File: src/rtl/data_compare_seq.sv
// data_compare_seq: multi-cycle MSB-first magnitude comparator, CHUNK bits per clock, early exit
module data_compare_seq #(
   parameter int WIDTH = 16,
   parameter int CHUNK = 4
) (
   input  logic             iClk,
   input  logic             iRst,
   input  logic             iStart,
   input  logic             iSigned,
   input  logic [WIDTH-1:0] iData_a,
   input  logic [WIDTH-1:0] iData_b,
   output logic             oBusy,
   output logic             oDone,
   output logic [2:0]       oData
);
   localparam int NCHUNK = WIDTH / CHUNK;
   localparam int CW = NCHUNK > 1 ? $clog2(NCHUNK) : 1;
   typedef enum logic {IDLE, RUN} state_t;
   state_t state_q, state_d;
   logic [CW-1:0] cnt_q, cnt_d;
   logic [WIDTH-1:0] a_q, a_d, b_q, b_d;
   logic [2:0] data_q, data_d;
   logic done_q, done_d;
   logic [CHUNK-1:0] ca, cb;
   logic last;
   // Next state: capture on start (MSB flipped for signed), then compare the top chunk and shift
   always_comb begin
      state_d = state_q;
      cnt_d = cnt_q;
      a_d = a_q;
      b_d = b_q;
      data_d = data_q;
      done_d = 1'b0;
      ca = a_q[WIDTH-1 -: CHUNK];
      cb = b_q[WIDTH-1 -: CHUNK];
      last = cnt_q == CW'(NCHUNK - 1);
      if (state_q == IDLE) begin
         if (iStart) begin
            state_d = RUN;
            cnt_d = '0;
            a_d = iData_a ^ {iSigned, {(WIDTH-1){1'b0}}};
            b_d = iData_b ^ {iSigned, {(WIDTH-1){1'b0}}};
         end
      end else if (ca != cb || last) begin
         data_d = ca > cb ? 3'b100 : ca < cb ? 3'b001 : 3'b010;
         done_d = 1'b1;
         state_d = IDLE;
      end else begin
         cnt_d = cnt_q + 1'b1;
         a_d = a_q << CHUNK;
         b_d = b_q << CHUNK;
      end
   end
   // State and result registers, cleared asynchronously
   always_ff @(posedge iClk or posedge iRst) begin
      if (iRst) begin
         state_q <= IDLE;
         cnt_q <= '0;
         a_q <= '0;
         b_q <= '0;
         data_q <= 3'b000;
         done_q <= 1'b0;
      end else begin
         state_q <= state_d;
         cnt_q <= cnt_d;
         a_q <= a_d;
         b_q <= b_d;
         data_q <= data_d;
         done_q <= done_d;
      end
   end
   assign oBusy = state_q == RUN;
   assign oDone = done_q;
   assign oData = data_q;
endmodule
File: config.mk
export PLATFORM = sky130hd
export DESIGN_NAME = data_compare_seq
export DESIGN_NICKNAME = d
export VERILOG_FILES = /design/src/rtl/data_compare_seq.sv
export SDC_FILE = /design/constraint.sdc
export NUM_CORES = 1
export LEC_CHECK = 0
export ABC_AREA = 1
export CORE_ASPECT_RATIO = 1.25
export CORE_MARGIN = 2
export CORE_UTILIZATION = 45
export CTS_CLUSTER_SIZE = 40
export DETAILED_ROUTE_END_ITERATION = 16
export PLACE_DENSITY_LB_ADDON = 0.05
export SETUP_SLACK_MARGIN = 0.4
export SLEW_MARGIN = 20
export SYNTH_ARGS = -nofsm -noshare
export SYNTH_HDL_FRONTEND = slang
export SYNTH_SLANG_ARGS = --single-unit
File: constraint.sdc
create_clock -name iClk -period 1.6 [get_ports iClk]
set_clock_uncertainty 0.1 [all_clocks]
set_input_delay 0.24 -clock iClk [delete_from_list [all_inputs] [get_ports iClk]]
set_output_delay 0.24 -clock iClk [all_outputs]
set_load 0.005 [all_outputs]
Word-level counts from Yosys, hierarchy flattened
Cells that the tools add are included. Widths: inputs -> output; s select.

Add/subtract/negate cells: 1. Magnitude comparators: 2. Equality and inequality tests: 3. Mux-type cells: 16. Bitwise operators: 2. Reductions and logical operators: 4.

Operators with widths (count): $mux 16 (6); $xor 16x16->16 (2); $mux 2 (4); $mux 1 (5); $gt 4x4->1 (1); $lt 4x4->1 (1); $ne 4x4->1 (1); $reduce_and 2->1 (2); $mux 3 (1); $add 2x1->2 const B (1); $eq 2x2->1 const B (1); $ne 2x2->1 const B (1); $reduce_bool 2->1 (1); $logic_or 1x1->1 (1).

Register bits: 39. Input bits: 36. Output and inout bits: 5. Word-level logic and storage cells: 34.

Longest topological paths before layout
Gate-level depths: netlist (run 1).

Depth in word-level cells: 4. Gate-level depth with buffers: 9.

Worst setup path before layout (run 1)
Ideal clock, no wire load.

Kind: register to register. From: reg a_q[15]. To: reg a_q[10]. Library setup time: 116 ps. Arrival: 1326 ps. Required time: 1384 ps. Path slack: 58 ps. Stages on the path, launching flop included: 8. Buffers on the path: 1. Period minus slack after synthesis: 1542 ps. Cells stage by stage: dfrtp_1 -> ha_1 -> nand2_1 -> nor2_4 -> nand3_4 -> buf_2 -> nand3_1 -> nand2_1.

Longest elaborated chain between the ends: 4.

Ends and longest elaborated chain: start: declaration (line 21) `logic [WIDTH-1:0] a_q, a_d, b_q, b_d;`; start signal: assignment (line 59) `a_q <= '0;`; start signal: assignment (line 66) `a_q <= a_d;`; $ne 4x4->1 (line 44) `end else if (ca != cb || last) begin`; $logic_or 1x1->1 (line 44); $ne 2x2->1 (no source line); $reduce_and 2->1 (no source line).

Every way passes these cells. A chain may end at the register's enable or synchronous reset.

Final worst setup path (run 1)
From: reg b_q[12]. To: reg b_q[12].

Longest elaborated chain between the ends: 4.

Ends and longest elaborated chain: start: declaration (line 21); start signal: assignment (line 60) `b_q <= '0;`; start signal: assignment (line 67) `b_q <= b_d;`; $ne 4x4->1 (line 44); $logic_or 1x1->1 (line 44); $ne 2x2->1 (no source line); $reduce_and 2->1 (no source line).

Every way passes these cells.

==> results of run 1 <==
[per-stage QoR]
step | total power, W | worst slack (ns) | util | cells
after floorplan | 0.00322 | 0.0860 | - | 276
after global placement | 0.00372 | -0.0153 | 0.597 | 371
after detailed placement | 0.00377 | -0.0608 | 0.597 | 371
after CTS | 0.00457 | 0.0118 | 0.628 | 381
after global routing | 0.00522 | -0.102 | 0.659 | 388
final | 0.00478 | -0.0510 | 0.659 | 388
[metal layers]
metal | vias to the layer above | GRT usage | share of wire
met5 | - | 0 | 0
met3 | 8 | 0.0439 | 0.047
met2 | 48 | 0.350 | 0.51
li1 | 961 | - | -
met4 | 0 | 0.0609 | 0.016
met1 | 884 | 0.241 | 0.43
[cells by family after synthesis]
family                     synth area share
adders and majority gates            0.0308
DFF                                   0.481
and+or+nand+nor                       0.408
AOI/OAI and AO/OA                    0.0136
buffers and inverters                0.0672
[synth_stat cells]
cell type	n
nand2_4	2
a21oi_1	2
nor2_1	3
inv_2	1
ha_1	5
buf_4	1
nor2_4	1
dfrtp_1	39
buf_6	2
nand2_1	157
a21o_1	1
buf_2	10
inv_1	14
nand3_4	1
o21ai_0	2
nand3_1	35
[worst paths after layout]
check                      startpoint       end  slack, ns
hold / removal                   iRst   a_q[10]       0.24
max in group asynchronous        iRst     oBusy       0.94
setup reg to reg              b_q[12]   b_q[12]      -0.05
setup / recovery              b_q[12]   b_q[12]      -0.05
hold reg to reg              oData[1]  oData[1]       0.37
min in group iClk            oData[1]  oData[1]       0.37
[power groups by stage]
stage | clock, W | sequential [W] | combinational, W
2_1_floorplan | 0 | 0.00164 | 0.00157
3_3_place_gp | 0 | 0.00171 | 0.00201
3_5_place_dp | 0 | 0.00172 | 0.00205
4_1_cts | 0.000740 | 0.00168 | 0.00215
5_1_grt | 0.000789 | 0.00175 | 0.00268
6_report | 0.000730 | 0.00170 | 0.00235
[critical path, delay by kind of cell (launching register included)]
family        cells  cell delay (ns)
flops             1             0.42
simple gates      5             0.42
buf+inv           2             0.31
fa+ha+maj         1             0.29
[timing repair]
item	CTS	global route
buffers inserted	2	4
endpoints found under the setup margin	44	41
gates resized for setup	22	14
pin swaps	0	4
cloned	0	3
[state kept, by name (all words and copies together), names as in the netlist]
signal,cells
b_q,16
cnt_q,2
oBusy,1
a_q,16
oDone,1
oData,3
[layout make-up]
cell class | instances | area (um2) | area share
inverter | 15 | 60.1 | 0.0209
timing repair buffer | 57 | 569 | 0.198
multi-input combinational | 211 | 1090 | 0.380
clock buffer | 8 | 100 | 0.0349
tap | 58 | 72.6 | 0.0253
sequential | 39 | 977 | 0.340
==> impl_metrics.ini, run 1 <==
[synth]
synth_top_area_frac = 0.481
synthTopCellsByArea = dfrtp_1 (48%), nand2_1 (29%), nand3_1 (8.6%)
ys_seq_area_frac = 0.481
synth.net_count = 317
synthCells = 276
ys_warn_count = 0
synth_area_leader_cell = dfrtp_1
synth_cell_types = 16
synth_area_um2 = 2030
syn_area_per_cell_um2 = 7.35
ys_ff_latch = 39

[global_route]
grt_usage = 0.199
grt_overflow = 0
grt_max_degree = 40
antenna_found_initial = 0
grt_pass1_vias = 1804
grt_first_pass_wirelength_mm = 7.87

[timing]
rsz0062_at_grt = yes
timing.final.crit_period_ns = 1.65
worst_slack_ns = -0.0510
period_share = 1.03
worst_slew_pin_slew_ns = 0.229
setup_viol = 19
maxSlewHeadroom = 0.847
fmax_mhz = 606
finalMaxSlewViolations = 0
finalSetupTns_ns = -0.368
finalHoldViolations = 0
holdWs_ns = 0.239

[routing]
vias_per_cell = 4.90
first_pass_iters = 4
drt_wl_total_mm = 4.80
postRouteAntennaNets = 0
via_count = 1901
wire_per_inst_um = 12.4
drtIter0Drc = 78
remaining_drc_errors = 0

[clock_tree]
cts_tree = built
clk_latency_ns = 0.29
numCtsBuffers = 5
hold_buffers = 0
cts.path.max_buffers = 2
htreeDepth = 2
clk_pin_slew_ns = 0.08
cts_num_sinks = 39
cts_root_buffer = clkbuf_8

[critical_path]
worstSetupPathType = register to register
path_max_fanout = 6
r2r_cells = 8
slowest_delay_ns = 0.42
cp.arrival_ns = 1.74
crit_slowest_cell = dfrtp_1
cp-end-kind = register
crit_required_ns = 1.69
path_cells = ha_4 -> nand2_4 -> nor2_4 -> nand3_4 -> buf_12 -> clkbuf_16 -> nand3_1 -> nand2_1
cp-start-kind = register

[die]
start_util = 0.466
die-area_um2 = 5070
num_io_pins = 41
rows = 27
core_area_um2 = 4360
die_width_um = 64.1
die_y_um = 79.1

[final_layout]
syn_to_final_growth_pct = 41.5
fill_cells = 358
drive_gt1_frac = 0.194
layout.nets = 370
mostFrequentLayoutCells = nand2_1 (153), dfrtp_1 (38), clkdlybuf4s50_1 (35), nand3_1 (20), nand3_2 (15)
layout_commonest_cell = nand2_1
final_area_um2 = 2870
antenna_cells = 0

[pwr]
p_sw_frac = 0.403
cellLeakagePower_nw = 1.53
p_sw_w = 0.00193
p_per_area_nw_per_um2 = 1660
p_comb_frac = 0.492
clkPwrFrac = 0.153
power_frac_seq = 0.355
peakVddDrop_mv = 0.837
p_int_w = 0.00285

[place]
dp_hpwl_mm = 3.04
gp_congestion = 0.757
port_buffers = 40
placed_cell_area_um2 = 2600

[worst_hold_path]
hold_class = input pin to async pin

[run_status]
violations = setup timing
status = complete, but fails checks

[flow_run]
cap_viol_max_count = 0
No activity file was read; power rests on OpenSTA's default activity.
==> run 2: changes to the inputs <==
- GPL_ROUTABILITY_DRIVEN: unset -> 1
==> results of run 2 <==
No change in the layout: final DEF, timing and power equal those of run 1.
==> run 3: changes to the inputs <==
- CELL_PAD_IN_SITES_DETAIL_PLACEMENT: unset -> 0
- CELL_PAD_IN_SITES_GLOBAL_PLACEMENT: unset -> 2
- CORE_UTILIZATION: 45 -> 26
==> run 3 against run 2 <==
The run now ends clean. Global-route usage shrank 5.9 points. Highest routed layer unchanged. Largest cell class unchanged. First-iteration DRC count is 26% lower. Sequential share of layout area down 0.22 points. Via count fell by 1.6%.
==> impl_metrics.ini, run 3 (same netlist as run 1, synthesis figures left out) <==
[clock_tree]
clk_pin_slew_ns = 0.08
cts_tree = built
clk_latency_ns = 0.29
htreeDepth = 2
cts.path.max_buffers = 2
cts_num_sinks = 39
cts_root_buffer = clkbuf_8
numCtsBuffers = 5

[timing]
finalHoldViolations = 0
worst_slew_pin_slew_ns = 0.250
timing.final.crit_period_ns = 1.54
rsz0062_at_grt = yes
fmax_mhz = 648
worst_slack_ns = 0.0570
period_share = 0.964
setup_viol = 0
finalMaxSlewViolations = 0
maxSlewHeadroom = 0.833

[global_route]
grt_first_pass_wirelength_mm = 9.45
antenna_found_initial = 0
grt_usage = 0.140
grt_overflow = 0
grt_max_degree = 40
grt_pass1_vias = 1938

[critical_path]
r2r_cells = 8
r2r_setup_slack_ns = 0.06
cp-start-kind = register
path_max_fanout = 10
reg2reg_from = a_q[15]
cp-end-kind = register
cp.arrival_ns = 1.68
worstSetupPathType = register to register
crit_required_ns = 1.73
reg2reg_to = cnt_q[1]

[pwr]
cellLeakagePower_nw = 1.53
power_frac_seq = 0.349
peakVddDrop_mv = 0.515
p_int_w = 0.00290
total_power_w = 0.00483
p_comb_frac = 0.495
clkPwrFrac = 0.155
p_sw_w = 0.00192
p_per_area_nw_per_um2 = 1670
p_sw_frac = 0.399

[final_layout]
fin_util = 0.375
drive_gt1_frac = 0.201
mostFrequentLayoutCells = nand2_1 (148), dfrtp_1 (38), clkdlybuf4s50_1 (35), nand3_1 (24), buf_4 (17)
layout.nets = 374
syn_to_final_growth_pct = 42.4
layout_commonest_cell = nand2_1
layoutNonFillerInstCount = 429
antenna_cells = 0

[routing]
drtIter0Drc = 58
vias_per_cell = 4.36
wire_per_inst_um = 13.0
remaining_drc_errors = 0
drt_wl_total_mm = 5.56
postRouteAntennaNets = 0
first_pass_iters = 5
via_count = 1871

[run_status]
status = finished clean

[die]
start_util = 0.263
num_io_pins = 41
die_width_um = 83.0
die-area_um2 = 8530
rows = 36
die_y_um = 103
core_area_um2 = 7700

[place]
place_ws_ns = 0.0330
dp_hpwl_mm = 4.08
port_buffers = 40
gp_congestion = 0.692
dp.cells = 416

[flow_run]
cap_viol_max_count = 0

[worst_hold_path]
hold_class = input pin to async pin
-- run 3: cell types whose count changed in the layout (fill, tap and decap cells not counted), sizes merged --
cell and delta:
buf +8, clkbuf -2, nand2 -2
-- run 3: critical path, cell delays in order (launching register included) --
cell     delay, ns
dfrtp_1       0.41
ha_4          0.29
nand2_2       0.07
nor2_4        0.11
nand3_4       0.10
buf_4         0.20
inv_1         0.08
nand2_1       0.05
nand2_1       0.06
-- run 3: layout make-up --
class,count,area (um2)
tap,95,119
multi-input combinational,209,1040
timing repair buffer,63,597
inverter,15,60.1
clock buffer,8,100
sequential,39,977
fill,827,4810
-- run 3: routing by layer --
layer	GRT usage	part of all wire	vias to the layer above
li1	-	-	963
met1	0.168	0.45	867
met2	0.257	0.50	34
met3	0.0248	0.033	7
met4	0.0416	0.012	0
met5	0	0	-
-- run 3: worst max-delay path by stage --
stage | startpoint | endpoint | slack [ns] | cells past startpoint
2_1_floorplan | a_q[13] | a_q[15] | 0.09 | 8
3_3_place_gp | a_q[13] | a_q[5] | 0.05 | 7
3_5_place_dp | a_q[13] | b_q[7] | 0.03 | 7
4_1_cts | a_q[13] | a_q[15] | 0.05 | 7
5_1_grt | a_q[12] | b_q[15] | -0.02 | 9
6_report | a_q[15] | cnt_q[1] | 0.06 | 8
-- run 3: through the flow --
stage	cell area, um2	hold WS, ns	TNS (ns)
after floorplan	2140	0.112	0
after global placement	2740	0.359	0
after detailed placement	2740	0.359	0
after CTS	2870	0.250	0
after global routing	2890	0.266	-0.214
final	2890	0.231	0
-- run 3: power by group through the flow --
| stage | combinational [W] | clock (W) | sequential [W] |
|---|---|---|---|
| 2_1_floorplan | 0.00157 | 0 | 0.00164 |
| 3_3_place_gp | 0.00229 | 0 | 0.00171 |
| 3_5_place_dp | 0.00229 | 0 | 0.00172 |
| 4_1_cts | 0.00240 | 0.000776 | 0.00169 |
| 5_1_grt | 0.00273 | 0.000828 | 0.00174 |
| 6_report | 0.00239 | 0.000749 | 0.00169 |
-- run 3: repair_timing --
action / in CTS / in global routing
resized for setup: 28 / 4
pin swaps: 3 / 0
hold buffers: 0 / 0
setup endpoints to repair: 44 / 40
setup buffers: 2 / 3
